File: config.mk
export PLATFORM = sky130hd
export DESIGN_NAME = instr_mem_loader
export DESIGN_NICKNAME = d
export VERILOG_FILES = /design/src/rtl/instr_mem_loader.sv
export SDC_FILE = /design/constraint.sdc
export NUM_CORES = 1
export LEC_CHECK = 0
export CORE_MARGIN = 3
export CORE_UTILIZATION = 40
export DETAILED_ROUTE_END_ITERATION = 10
export GPL_ROUTABILITY_DRIVEN = 0
export PLACE_DENSITY = 0.64
export SETUP_SLACK_MARGIN = 0.5
export SYNTH_ARGS = -nofsm -noshare
export SYNTH_HDL_FRONTEND = slang
export SYNTH_SLANG_ARGS = --single-unit
File: constraint.sdc
create_clock -name clk -period 1.91 [get_ports clk]
set_input_delay 0.382 -clock clk [delete_from_list [all_inputs] [get_ports clk]]
set_output_delay 0.382 -clock clk [all_outputs]
set_load 0.01 [all_outputs]
File: src/rtl/instr_mem_loader.sv
// instr_mem_loader: receives a length-prefixed, XOR-checksummed byte stream,
// assembles little-endian 32-bit words and writes them to consecutive
// instruction memory words. The core is held in reset until a good load.
module instr_mem_loader #(
    parameter int ADDR_WIDTH = 10
) (
    input  logic        clk,
    input  logic        rst,
    input  logic        start,
    input  logic [7:0]  rx_data,
    input  logic        rx_valid,
    output logic        rx_ready,
    output logic        mem_we,
    output logic [31:0] mem_addr,
    output logic [31:0] mem_wdata,
    output logic        core_hold,
    output logic        busy,
    output logic        done,
    output logic        error
);

    localparam logic [31:0] MAX_WORDS = 32'(1) << ADDR_WIDTH;

    typedef enum logic [2:0] {
        ST_IDLE,
        ST_LEN,
        ST_DATA,
        ST_CSUM,
        ST_DONE,
        ST_ERR
    } state_t;

    state_t            state_q, state_d;
    logic [31:0]       len_q, len_d;
    logic [1:0]        byte_cnt_q, byte_cnt_d;
    logic [ADDR_WIDTH:0] word_idx_q, word_idx_d;
    logic [7:0]        csum_q, csum_d;
    // Only the lower three lanes need storage; lane 3 arrives with the write.
    logic [23:0]       word_q, word_d;
    logic              mem_we_q, mem_we_d;
    logic [31:0]       mem_addr_q, mem_addr_d;
    logic [31:0]       mem_wdata_q, mem_wdata_d;

    logic [31:0]         len_shift;
    logic [ADDR_WIDTH:0] word_idx_inc;

    assign len_shift    = {rx_data, len_q[31:8]};
    assign word_idx_inc = word_idx_q + 1'b1;

    // State and datapath registers with synchronous reset.
    always_ff @(posedge clk) begin
        if (rst) begin
            state_q     <= ST_IDLE;
            len_q       <= '0;
            byte_cnt_q  <= '0;
            word_idx_q  <= '0;
            csum_q      <= '0;
            word_q      <= '0;
            mem_we_q    <= 1'b0;
            mem_addr_q  <= '0;
            mem_wdata_q <= '0;
        end else begin
            state_q     <= state_d;
            len_q       <= len_d;
            byte_cnt_q  <= byte_cnt_d;
            word_idx_q  <= word_idx_d;
            csum_q      <= csum_d;
            word_q      <= word_d;
            mem_we_q    <= mem_we_d;
            mem_addr_q  <= mem_addr_d;
            mem_wdata_q <= mem_wdata_d;
        end
    end

    // Next-state logic: length capture, word assembly, checksum and writes.
    always_comb begin
        state_d     = state_q;
        len_d       = len_q;
        byte_cnt_d  = byte_cnt_q;
        word_idx_d  = word_idx_q;
        csum_d      = csum_q;
        word_d      = word_q;
        mem_we_d    = 1'b0;
        mem_addr_d  = mem_addr_q;
        mem_wdata_d = mem_wdata_q;

        case (state_q)
            ST_IDLE, ST_DONE, ST_ERR: begin
                if (start) begin
                    state_d    = ST_LEN;
                    len_d      = '0;
                    byte_cnt_d = '0;
                    word_idx_d = '0;
                    csum_d     = '0;
                    word_d     = '0;
                end
            end
            ST_LEN: begin
                if (rx_valid) begin
                    len_d      = len_shift;
                    byte_cnt_d = byte_cnt_q + 2'd1;
                    if (byte_cnt_q == 2'd3) begin
                        byte_cnt_d = '0;
                        word_idx_d = '0;
                        csum_d     = '0;
                        if (len_shift == 32'd0 || len_shift > MAX_WORDS) begin
                            state_d = ST_ERR;
                        end else begin
                            state_d = ST_DATA;
                        end
                    end
                end
            end
            ST_DATA: begin
                if (rx_valid) begin
                    csum_d     = csum_q ^ rx_data;
                    byte_cnt_d = byte_cnt_q + 2'd1;
                    case (byte_cnt_q)
                        2'd0: word_d[7:0]   = rx_data;
                        2'd1: word_d[15:8]  = rx_data;
                        2'd2: word_d[23:16] = rx_data;
                        default: begin
                            mem_we_d    = 1'b1;
                            mem_addr_d  = {{(30 - ADDR_WIDTH){1'b0}},
                                           word_idx_q[ADDR_WIDTH-1:0], 2'b00};
                            mem_wdata_d = {rx_data, word_q};
                            word_idx_d  = word_idx_inc;
                            if (word_idx_inc == len_q[ADDR_WIDTH:0]) begin
                                state_d = ST_CSUM;
                            end
                        end
                    endcase
                end
            end
            ST_CSUM: begin
                if (rx_valid) begin
                    state_d = (rx_data == csum_q) ? ST_DONE : ST_ERR;
                end
            end
            default: state_d = ST_IDLE;
        endcase
    end

    // Status outputs decoded from the registered state.
    always_comb begin
        rx_ready  = (state_q == ST_LEN) || (state_q == ST_DATA) || (state_q == ST_CSUM);
        busy      = rx_ready;
        done      = (state_q == ST_DONE);
        error     = (state_q == ST_ERR);
        core_hold = (state_q != ST_DONE);
    end

    assign mem_we    = mem_we_q;
    assign mem_addr  = mem_addr_q;
    assign mem_wdata = mem_wdata_q;

endmodule

==> results.json, run 1 <==
{
  "dr.pass1.iters": 8,
  "synth_common_cells": "123 x dfxtp_1, 114 x nor2_1, 103 x nand2_1, 94 x a21oi_1, 34 x a22oi_1",
  "synth.most_common_cell": "dfxtp_1",
  "worstReg2RegStart": "state_q[0]",
  "synthFlopType": "dfxtp_1",
  "netlist_top_cells_area": "dfxtp_1 46%, a21oi_1 8.7%, nor2_1 7.9%",
  "syn_area_mm2": 0.005405,
  "required_ps": 2250,
  "synth-seq-cells": 123,
  "setup_viol": 6,
  "nNetsFinal": 842,
  "post_dp_cell_area_mm2": 0.006624,
  "hold_viol_final": 0,
  "grt_max_degree": 43,
  "htreeDepth": 4,
  "synthCells": 683,
  "syn2layout_area_growth_pct": 69.49,
  "rows": 41,
  "cts_hold_buf": 0,
  "holdPathEnd": "word_q[17]",
  "ys_seq_area_share_pct": 45.56,
  "hold_path.class": "primary input to flop",
  "drt_iter0_markers": 545,
  "cts_root_buf": "clkbuf_16",
  "p_per_area_mw_per_mm2": 814.9,
  "core_area_mm2": 0.01293,
  "cap_viol_max_count": 0,
  "dp_hpwl_mm": 10.02,
  "n_antenna_cell": 0,
  "grt_use_total_pct": 21.02,
  "synth-simple-area-share_pct": 23.45,
  "post-route-util_pct": 70.87,
  "path_clk_slew_ps": 60,
  "layout_setup_ws_ps": -29.34,
  "die_area_mm2": 0.01494,
  "hp-start": "rst",
  "synth_compound_area_share_pct": 18.56,
  "violations": "negative setup slack",
  "ir_drop_v": 0.0007603,
  "synth.area.mux_share_pct": 0.3704,
  "avgSynthCellArea_um2": 7.914,
  "period_minus_slack_ps": 1939,
  "drc": 0,
  "synth_top_family_by_area": "simple AND/OR/NAND/NOR gates",
  "critPathKind": "flop to flop",
  "grt_pass1_wl_mm": 24.77,
  "path_max_fanout": 5,
  "worstMarginPinSlew_ps": 514.9,
  "yosysTopAreaCell": "dfxtp_1",
  "wl_per_cell_um": 18.50,
  "holdWs_ps": 421.0,
  "start_util_pct": 41.81,
  "vias_per_cell": 5.609,
  "reg2reg_slack_ps": -30,
  "finClkSkew_ps": 6.600,
  "final_layout_size_suffix_gt1_share_pct": 43.42,
  "crit_path_end_kind": "flop",
  "synth_top_area_share_pct": 45.56,
  "vias": 5654,
  "numClockSinks": 123,
  "synth_edf_count": 0,
  "grt_pass1_vias": 5049,
  "io_buffers": 59,
  "status": "finished, violations left",
  "synth_xor_xnor_area_share_pct": 2.593,
  "rr_endpoint": "mem_addr[9]",
  "post-route-period-util_pct": 101.5,
  "fin_area_mm2": 0.009161,
  "cts_tree": "done",
  "wirelength_mm": 18.65,
  "r2r_cells": 10,
  "fillers": 867,
  "clk-insertion-delay-late_ps": 410,
  "start_kind": "flop",
  "overflow": 0,
  "p_leak_uw": 0.004391,
  "post-place-ws_ps": -379.5,
  "yosys.area_share.adder_pct": 1.157,
  "finalMaxSlewViolations": 0,
  "die_y_um": 122.2,
  "cts_buffer_depth": 2,
  "die_x_um": 122.2,
  "async_flop_share_pct": 0,
  "rsz0062_at_grt": "true",
  "ys_types": 47,
  "ant_nets": 0,
  "hold_depth": 2,
  "antenna_found_initial": 0,
  "io_pins": 82,
  "fmax_mhz": 515.6,
  "relSlewSlack_pct": 65.67,
  "numCtsBuffers": 17,
  "crit_arrival_ps": 2280,
  "synth_warnings": 0
}
==> registers in the layout (all words and copies together), names as in the netlist <==
name        count
state_q         3
len_q          32
word_q         24
byte_cnt_q      2
word_idx_q     11
mem_we          1
csum_q          8
mem_wdata      32
mem_addr       10
==> through the flow <==
| step | std cells | setup TNS (ps) | power [uW] |
|---|---|---|---|
| after floorplan | 704 | 0 | 3312 |
| after global placement | 929 | -15580 | 3659 |
| after detailed placement | 929 | -19050 | 3679 |
| after CTS | 985 | 0 | 6951 |
| after global routing | 1008 | -1685 | 7696 |
| final | 1008 | -80.56 | 7465 |
==> worst max-delay path by stage <==
| stage | startpoint | end | slack (ps) | cells past startpoint |
|---|---|---|---|---|
| 5_1_grt | state_q[0] | mem_wdata[13] | -110 | 9 |
| 3_3_place_gp | rx_data[6] | state_q[0] | -360 | 7 |
| 3_5_place_dp | start | word_idx_q[4] | -380 | 9 |
| 6_report | state_q[0] | mem_addr[9] | -30 | 10 |
| 2_1_floorplan | word_idx_q[1] | state_q[0] | 240 | 8 |
| 4_1_cts | state_q[1] | busy | 100 | 4 |
==> layout make-up <==
class / instances / area [um2] / area share, %
Multi-Input combinational cell: 497 / 3804 / 41.52
Tap cell: 172 / 215.2 / 2.349
Sequential cell: 123 / 2491 / 27.19
Inverter: 14 / 65.06 / 0.7102
Clock buffer: 22 / 465.4 / 5.081
Timing Repair Buffer: 172 / 2027 / 22.13
Clock inverter: 8 / 93.84 / 1.024
==> metal layers <==
| layer | track usage [%] | routed length, um |
|---|---|---|
| met1 | 26.53 | 7415 |
| met2 | 33.87 | 9489 |
| met3 | 5.023 | 1174 |
| met4 | 10.08 | 572 |
| met5 | 0 | 0 |
==> power by group <==
part / internal, uW / switching [uW] / leakage [uW]
Sequential: 2620 / 71.2 / 0.00100
Clock: 1970 / 1110 / 0.000278
Combinational: 750 / 941 / 0.00311
Total: 5340 / 2120 / 0.00439
==> logic make-up (layout without fill, tap and decap cells) <==
family                   Yosys count  count (layout)
AND/OR/NAND/NOR                  282             282
XOR/XNOR                          16              16
adder cells (fa/ha/maj)            5               5
flip-flops                       123             123
multiplexers                       2               2
other                              1              22
AO/OA/AOI/OAI                    170             170
buffers and inverters             84             216
==> worst max-delay path, stage by stage, from the launching register on <==
cell,delay (ps)
dfxtp_4,370
buf_12,110
nand3b_1,150
a21oi_4,290
nor2_4,80
nor3_4,210
buf_6,180
buf_12,120
clkbuf_16,150
nand2_2,50
a21oi_1,140
==> cells in the final DEF (no fill, tap or decap), drive strengths merged, types with 14 or more instances in the layout <==
cell type     count
nor2            114
conb             22
a22oi            34
dfxtp           123
buf             111
a21oi            98
inv              14
nand2           103
o21ai            22
dlymetal6s2s     41
clkbuf           34
==> timing repair <==
item,in CTS,in global routing
gates cloned,4,10
pin swaps,27,124
gates resized for setup,107,312
buffers inserted,22,13
endpoints found under the setup margin,171,171
Note: power is estimated with default switching activity, not from simulation.
==> run 2, diff against run 1 <==
--- a/config.mk
+++ b/config.mk
@@ -9,6 +9,7 @@
 export CORE_UTILIZATION = 40
 export DETAILED_ROUTE_END_ITERATION = 10
 export GPL_ROUTABILITY_DRIVEN = 0
+export MAX_ROUTING_LAYER = met4
 export PLACE_DENSITY = 0.64
 export SETUP_SLACK_MARGIN = 0.5
 export SYNTH_ARGS = -nofsm -noshare
==> run 2 against run 1 <==
  * The flow still finishes with violations (negative setup slack)
  * Core utilization about the same
  * Flip-flop and latch count is the same
  * Power increased by 0.11%
  * Global-route usage is 0.65 points higher
  * Clock-buffer cell count stayed put
  * Setup slack got worse by 1.1 ps
  * Combinational power is essentially flat
  * Critical path depth stayed put
==> results.json, run 2 (synthesis gave the netlist of run 1 again) <==
{
  "status": "finished, violations left",
  "violations": "negative setup slack",
  "critPathMaxStageDelay_ps": 370,
  "fin_area_mm2": 0.009160,
  "combPwrFrac_pct": 22.6,
  "grt_pass1_vias": 5040,
  "cts_root_buf": "clkbuf_16",
  "finClkSkew_ps": 7.882,
  "cap_viol_max_count": 0,
  "relSlewSlack_pct": 66.38,
  "clk-insertion-delay-late_ps": 420,
  "overflow": 0,
  "wl_per_cell_um": 18.46,
  "core_area_mm2": 0.01293,
  "grt_pass1_wl_mm": 24.79,
  "cts_buffer_depth": 2,
  "rows": 41,
  "clkPwrFrac_pct": 41.4,
  "hold_path.class": "primary input to flop",
  "final_cell_mix": "111 x dfxtp_1, 84 x nor2_1, 60 x a21oi_2, 60 x buf_4, 54 x nand2_1",
  "crit_path_end_kind": "flop",
  "fillers": 868,
  "cp_top_family": "buffers and inverters",
  "vias_per_cell": 5.634,
  "finalMaxSlewViolations": 0,
  "setup_viol": 6,
  "drt_iter0_markers": 557,
  "netSwitchingPower_uw": 2134,
  "grt_max_degree": 43,
  "numCtsBuffers": 17,
  "post_dp_cell_area_mm2": 0.006624,
  "layout_setup_ws_ps": -30.49,
  "dr.pass1.iters": 5,
  "p_per_area_mw_per_mm2": 815.9,
  "antenna_found_initial": 0,
  "post-place-ws_ps": -379.5,
  "dp_hpwl_mm": 10.02,
  "start_kind": "flop",
  "cpMaxStageDelayCell": "dfxtp_4",
  "cp_num_buf_inv": 4,
  "die_x_um": 122.2,
  "crit_chain": "buf_12 > nand3b_1 > a21oi_4 > nor2_4 > nor3_4 > buf_6 > buf_12 > clkbuf_16 > nand2_2 > a21oi_1",
  "post-route-period-util_pct": 101.6,
  "intPower_uw": 5340,
  "critPathKind": "flop to flop",
  "cts_tree": "done",
  "worstMarginPinSlew_ps": 504.3,
  "io_buffers": 59,
  "ir_drop_v": 0.0007600,
  "final_layout_size_suffix_gt1_share_pct": 43.30,
  "p_leak_uw": 0.004390,
  "die_y_um": 122.2,
  "vias": 5679,
  "numClockSinks": 123,
  "swShare_pct": 28.55,
  "n_antenna_cell": 0,
  "crit_arrival_ps": 2280,
  "rsz0062_at_grt": "true",
  "final_common_cell": "dfxtp_1",
  "die_area_mm2": 0.01494,
  "drc": 0,
  "timing.critical_path.mode_cell": "buf_12",
  "seq_power_share_pct": 36.0,
  "hold_viol_final": 0,
  "ant_nets": 0,
  "start_util_pct": 41.81,
  "nNetsFinal": 842,
  "required_ps": 2250,
  "path_clk_slew_ps": 60,
  "path_max_fanout": 5,
  "htreeDepth": 4,
  "grt_use_total_pct": 21.67,
  "fmax_mhz": 515.3,
  "syn2layout_area_growth_pct": 69.47,
  "wirelength_mm": 18.61,
  "io_pins": 82,
  "period_minus_slack_ps": 1940
}
-- run 2: cell types whose count changed in the layout (fill, tap and decap cells not counted) --
cell	delta
dfxtp_1	+1
dfxtp_2	-1
-- run 2: timing repair --
action                                  4_1_cts  5_1_grt
pin swaps                                    27      121
hold buffers                                  0        0
endpoints found under the setup margin      171      171
setup buffers                                22       13
gates resized for setup                     107      311
cloned                                        4       10
-- run 2: power groups by stage --
stage	combinational [uW]	sequential [uW]	clock [uW]
after CTS	1170	2670	3110
final	1690	2690	3100
after global placement	932	2730	0
after floorplan	607	2710	0
after detailed placement	950	2730	0
after global routing	1770	2690	3240
-- run 2: cell type report --
class                           instances  area [um2]  share of cell area [%]
Multi-Input combinational cell        497        3804                   41.52
Clock buffer                           22       465.4                   5.081
Timing Repair Buffer                  172        2027                   22.13
Inverter                               14       65.06                  0.7103
Tap cell                              172       215.2                   2.349
Clock inverter                          8       93.84                   1.024
Sequential cell                       123        2490                   27.18
-- run 2: worst paths after layout --
check                   start     endpoint  slack [ps]  cells past startpoint
setup / recovery   state_q[0]  mem_addr[9]         -30                     10
hold / removal            rst   word_q[10]         410                      2
setup reg to reg   state_q[0]  mem_addr[9]         -30                     10
hold reg to reg   mem_addr[2]  mem_addr[2]         450                      2
-- run 2: metrics by stage --
stage / instances / utilization [%] / power, uW / TNS [ps] / hold WS, ps
floorplan: 704 / - / 3312 / 0 / 432.3
global placement: 929 / 51.24 / 3659 / -15580 / 444.8
detailed placement: 929 / 51.24 / 3679 / -19050 / 448.6
CTS: 985 / 59.59 / 6951 / 0 / 404.8
global route: 1008 / 70.86 / 7700 / -1674 / 431.0
finish: 1008 / 70.86 / 7473 / -76.43 / 411.5
-- run 2: routing by layer --
metal | share of wire [%] | global-route usage [%] | vias up
li1 | - | - | 2574
met1 | 40 | 26.68 | 2795
met2 | 51 | 33.91 | 254
met3 | 5.8 | 4.931 | 56
met4 | 3.5 | 10.08 | 0
met5 | 0 | - | -
==> run 3, diff against run 2 <==
--- a/config.mk
+++ b/config.mk
@@ -6,11 +6,11 @@
 export NUM_CORES = 1
 export LEC_CHECK = 0
 export CORE_MARGIN = 3
-export CORE_UTILIZATION = 40
+export CORE_UTILIZATION = 49
 export DETAILED_ROUTE_END_ITERATION = 10
 export GPL_ROUTABILITY_DRIVEN = 0
 export MAX_ROUTING_LAYER = met4
-export PLACE_DENSITY = 0.64
+export PLACE_DENSITY = 0.76
 export SETUP_SLACK_MARGIN = 0.5
 export SYNTH_ARGS = -nofsm -noshare
 export SYNTH_HDL_FRONTEND = slang
==> run 3 against run 2 <==
  * The run now ends clean
  * Register-to-register slack better by 100 ps
  * Global-route usage up 3.4 points
  * Wire length down 7.5%
  * Flip-flop and latch count unchanged
  * Cell count down 5.5%
  * Final area down 16%
  * Non-clock buffer count down 22
  * Sequential power about the same
  * Critical endpoint is now state_q[1]
==> results.json, run 3 (synthesis gave the netlist of run 1 again) <==
{
  "clk-insertion-delay-late_ps": 520,
  "cts_root_buf": "clkbuf_8",
  "post-route-util_pct": 73.19,
  "clkPwrFrac_pct": 44.7,
  "drt_iter0_markers": 601,
  "swShare_pct": 27.23,
  "start_util_pct": 51.43,
  "grt_pass1_wl_mm": 24.74,
  "wl_per_cell_um": 18.07,
  "finClkSkew_ps": 6.678,
  "rsz0062_at_grt": "true",
  "numCtsBuffers": 17,
  "fillers": 676,
  "path_clk_slew_ps": 60,
  "grt_use_total_pct": 25.02,
  "finalMaxSlewViolations": 0,
  "critPathKind": "flop to flop",
  "setup_viol": 0,
  "netSwitchingPower_uw": 1981,
  "antenna_found_initial": 0,
  "core_area_mm2": 0.01051,
  "die_y_um": 111.0,
  "ff_latch_area_mm2": 0.002504,
  "grt_max_degree": 61,
  "die_area_mm2": 0.01233,
  "n_antenna_cell": 0,
  "dp_hpwl_mm": 9.649,
  "ir_drop_v": 0.0008267,
  "status": "complete, no violations",
  "crit_arrival_ps": 2250,
  "ant_nets": 0,
  "post_dp_cell_area_mm2": 0.006524,
  "holdWs_ps": 148.0,
  "hold_path.class": "primary input to flop",
  "io_pins": 82,
  "placed_cells": 889,
  "fmax_mhz": 543.8,
  "cp_num_buf_inv": 1,
  "combPwrFrac_pct": 18.5,
  "htreeDepth": 4,
  "cts_buffer_depth": 2,
  "stdcell_count": 953,
  "reg2reg_slack_ps": 70,
  "overflow": 0,
  "final_layout_size_suffix_gt1_share_pct": 35.01,
  "start_kind": "flop",
  "vias_per_cell": 5.827,
  "vias": 5553,
  "dr.pass1.iters": 8,
  "cap_viol_max_count": 0,
  "seq_power_share_pct": 36.9,
  "grt_pass1_vias": 5123,
  "path_max_fanout": 3,
  "p_per_area_mw_per_mm2": 945.9,
  "final_common_cell": "nand2_1",
  "die_x_um": 111.0,
  "drc": 0,
  "syn2layout_area_growth_pct": 42.29,
  "period_minus_slack_ps": 1839,
  "post-route-period-util_pct": 96.28,
  "wirelength_mm": 17.22,
  "p_leak_uw": 0.003001,
  "required_ps": 2320,
  "crit_chain": "nor4_4 > nand4_1 > nor4b_2 > buf_4 > a211oi_4 > a311oi_2",
  "cp_top_family": "simple AND/OR/NAND/NOR gates",
  "hold_viol_final": 0,
  "critPathMaxStageDelay_ps": 360,
  "intPower_uw": 5294,
  "cpMaxStageDelayCell": "dfxtp_4",
  "nNetsFinal": 821,
  "multi_input_area_mm2": 0.003088,
  "fin_area_mm2": 0.007691,
  "cts_tree": "done",
  "rows": 37,
  "numClockSinks": 123,
  "power_uw": 7275,
  "final_cell_mix": "102 x nand2_1, 100 x dfxtp_1, 95 x nor2_1",
  "io_buffers": 59,
  "crit_path_end_kind": "flop"
}
[run 3: cell type report]
| type | count | area share, % |
|---|---|---|
| Clock buffer | 21 | 6.101 |
| Clock inverter | 11 | 1.822 |
| Inverter | 14 | 0.7809 |
| Multi-Input combinational cell | 498 | 40.15 |
| Sequential cell | 123 | 32.55 |
| Tap cell | 136 | 2.212 |
| Timing Repair Buffer | 150 | 16.38 |
[run 3: worst paths after layout]
check / from / to / cells past startpoint
worst max-delay path: len_q[20] / state_q[1] / 6
worst max register to register: len_q[20] / state_q[1] / 6
worst min register to register: mem_wdata[3] / mem_wdata[3] / 2
worst min-delay path: rst / mem_wdata[13] / 2
[run 3: power groups by stage]
stage,Combinational (uW),Clock (uW),Sequential (uW)
after floorplan,607,0,2710
after global placement,884,0,2730
after detailed placement,904,0,2730
after CTS,974,3270,2680
after global routing,1390,3410,2690
final,1340,3250,2680
[run 3: per-stage QoR]
| step | setup slack, ps | setup TNS, ps |
|---|---|---|
| 2_1_floorplan | 240.5 | 0 |
| 3_3_place_gp | -345.4 | -14460 |
| 3_5_place_dp | -458.7 | -19900 |
| 4_1_cts | 111.0 | 0 |
| 5_1_grt | -6.192 | -6.192 |
| 6_report | 71.06 | 0 |
[run 3: timing repair]
| action | in CTS | in global routing |
|---|---|---|
| pin swaps | 14 | 36 |
| resized for setup | 158 | 148 |
| buffers inserted | 11 | 16 |
| cloned | 1 | 4 |
| endpoints found under the setup margin | 171 | 153 |
| hold buffers | 0 | 0 |
[run 3: layer usage]
layer | track usage (%) | share of wire [%] | up-vias
met5 | - | 0 | -
met4 | 11.03 | 4.0 | 0
met3 | 6.004 | 7.7 | 80
met2 | 42.03 | 50 | 325
met1 | 28.46 | 38 | 2627
li1 | - | - | 2521
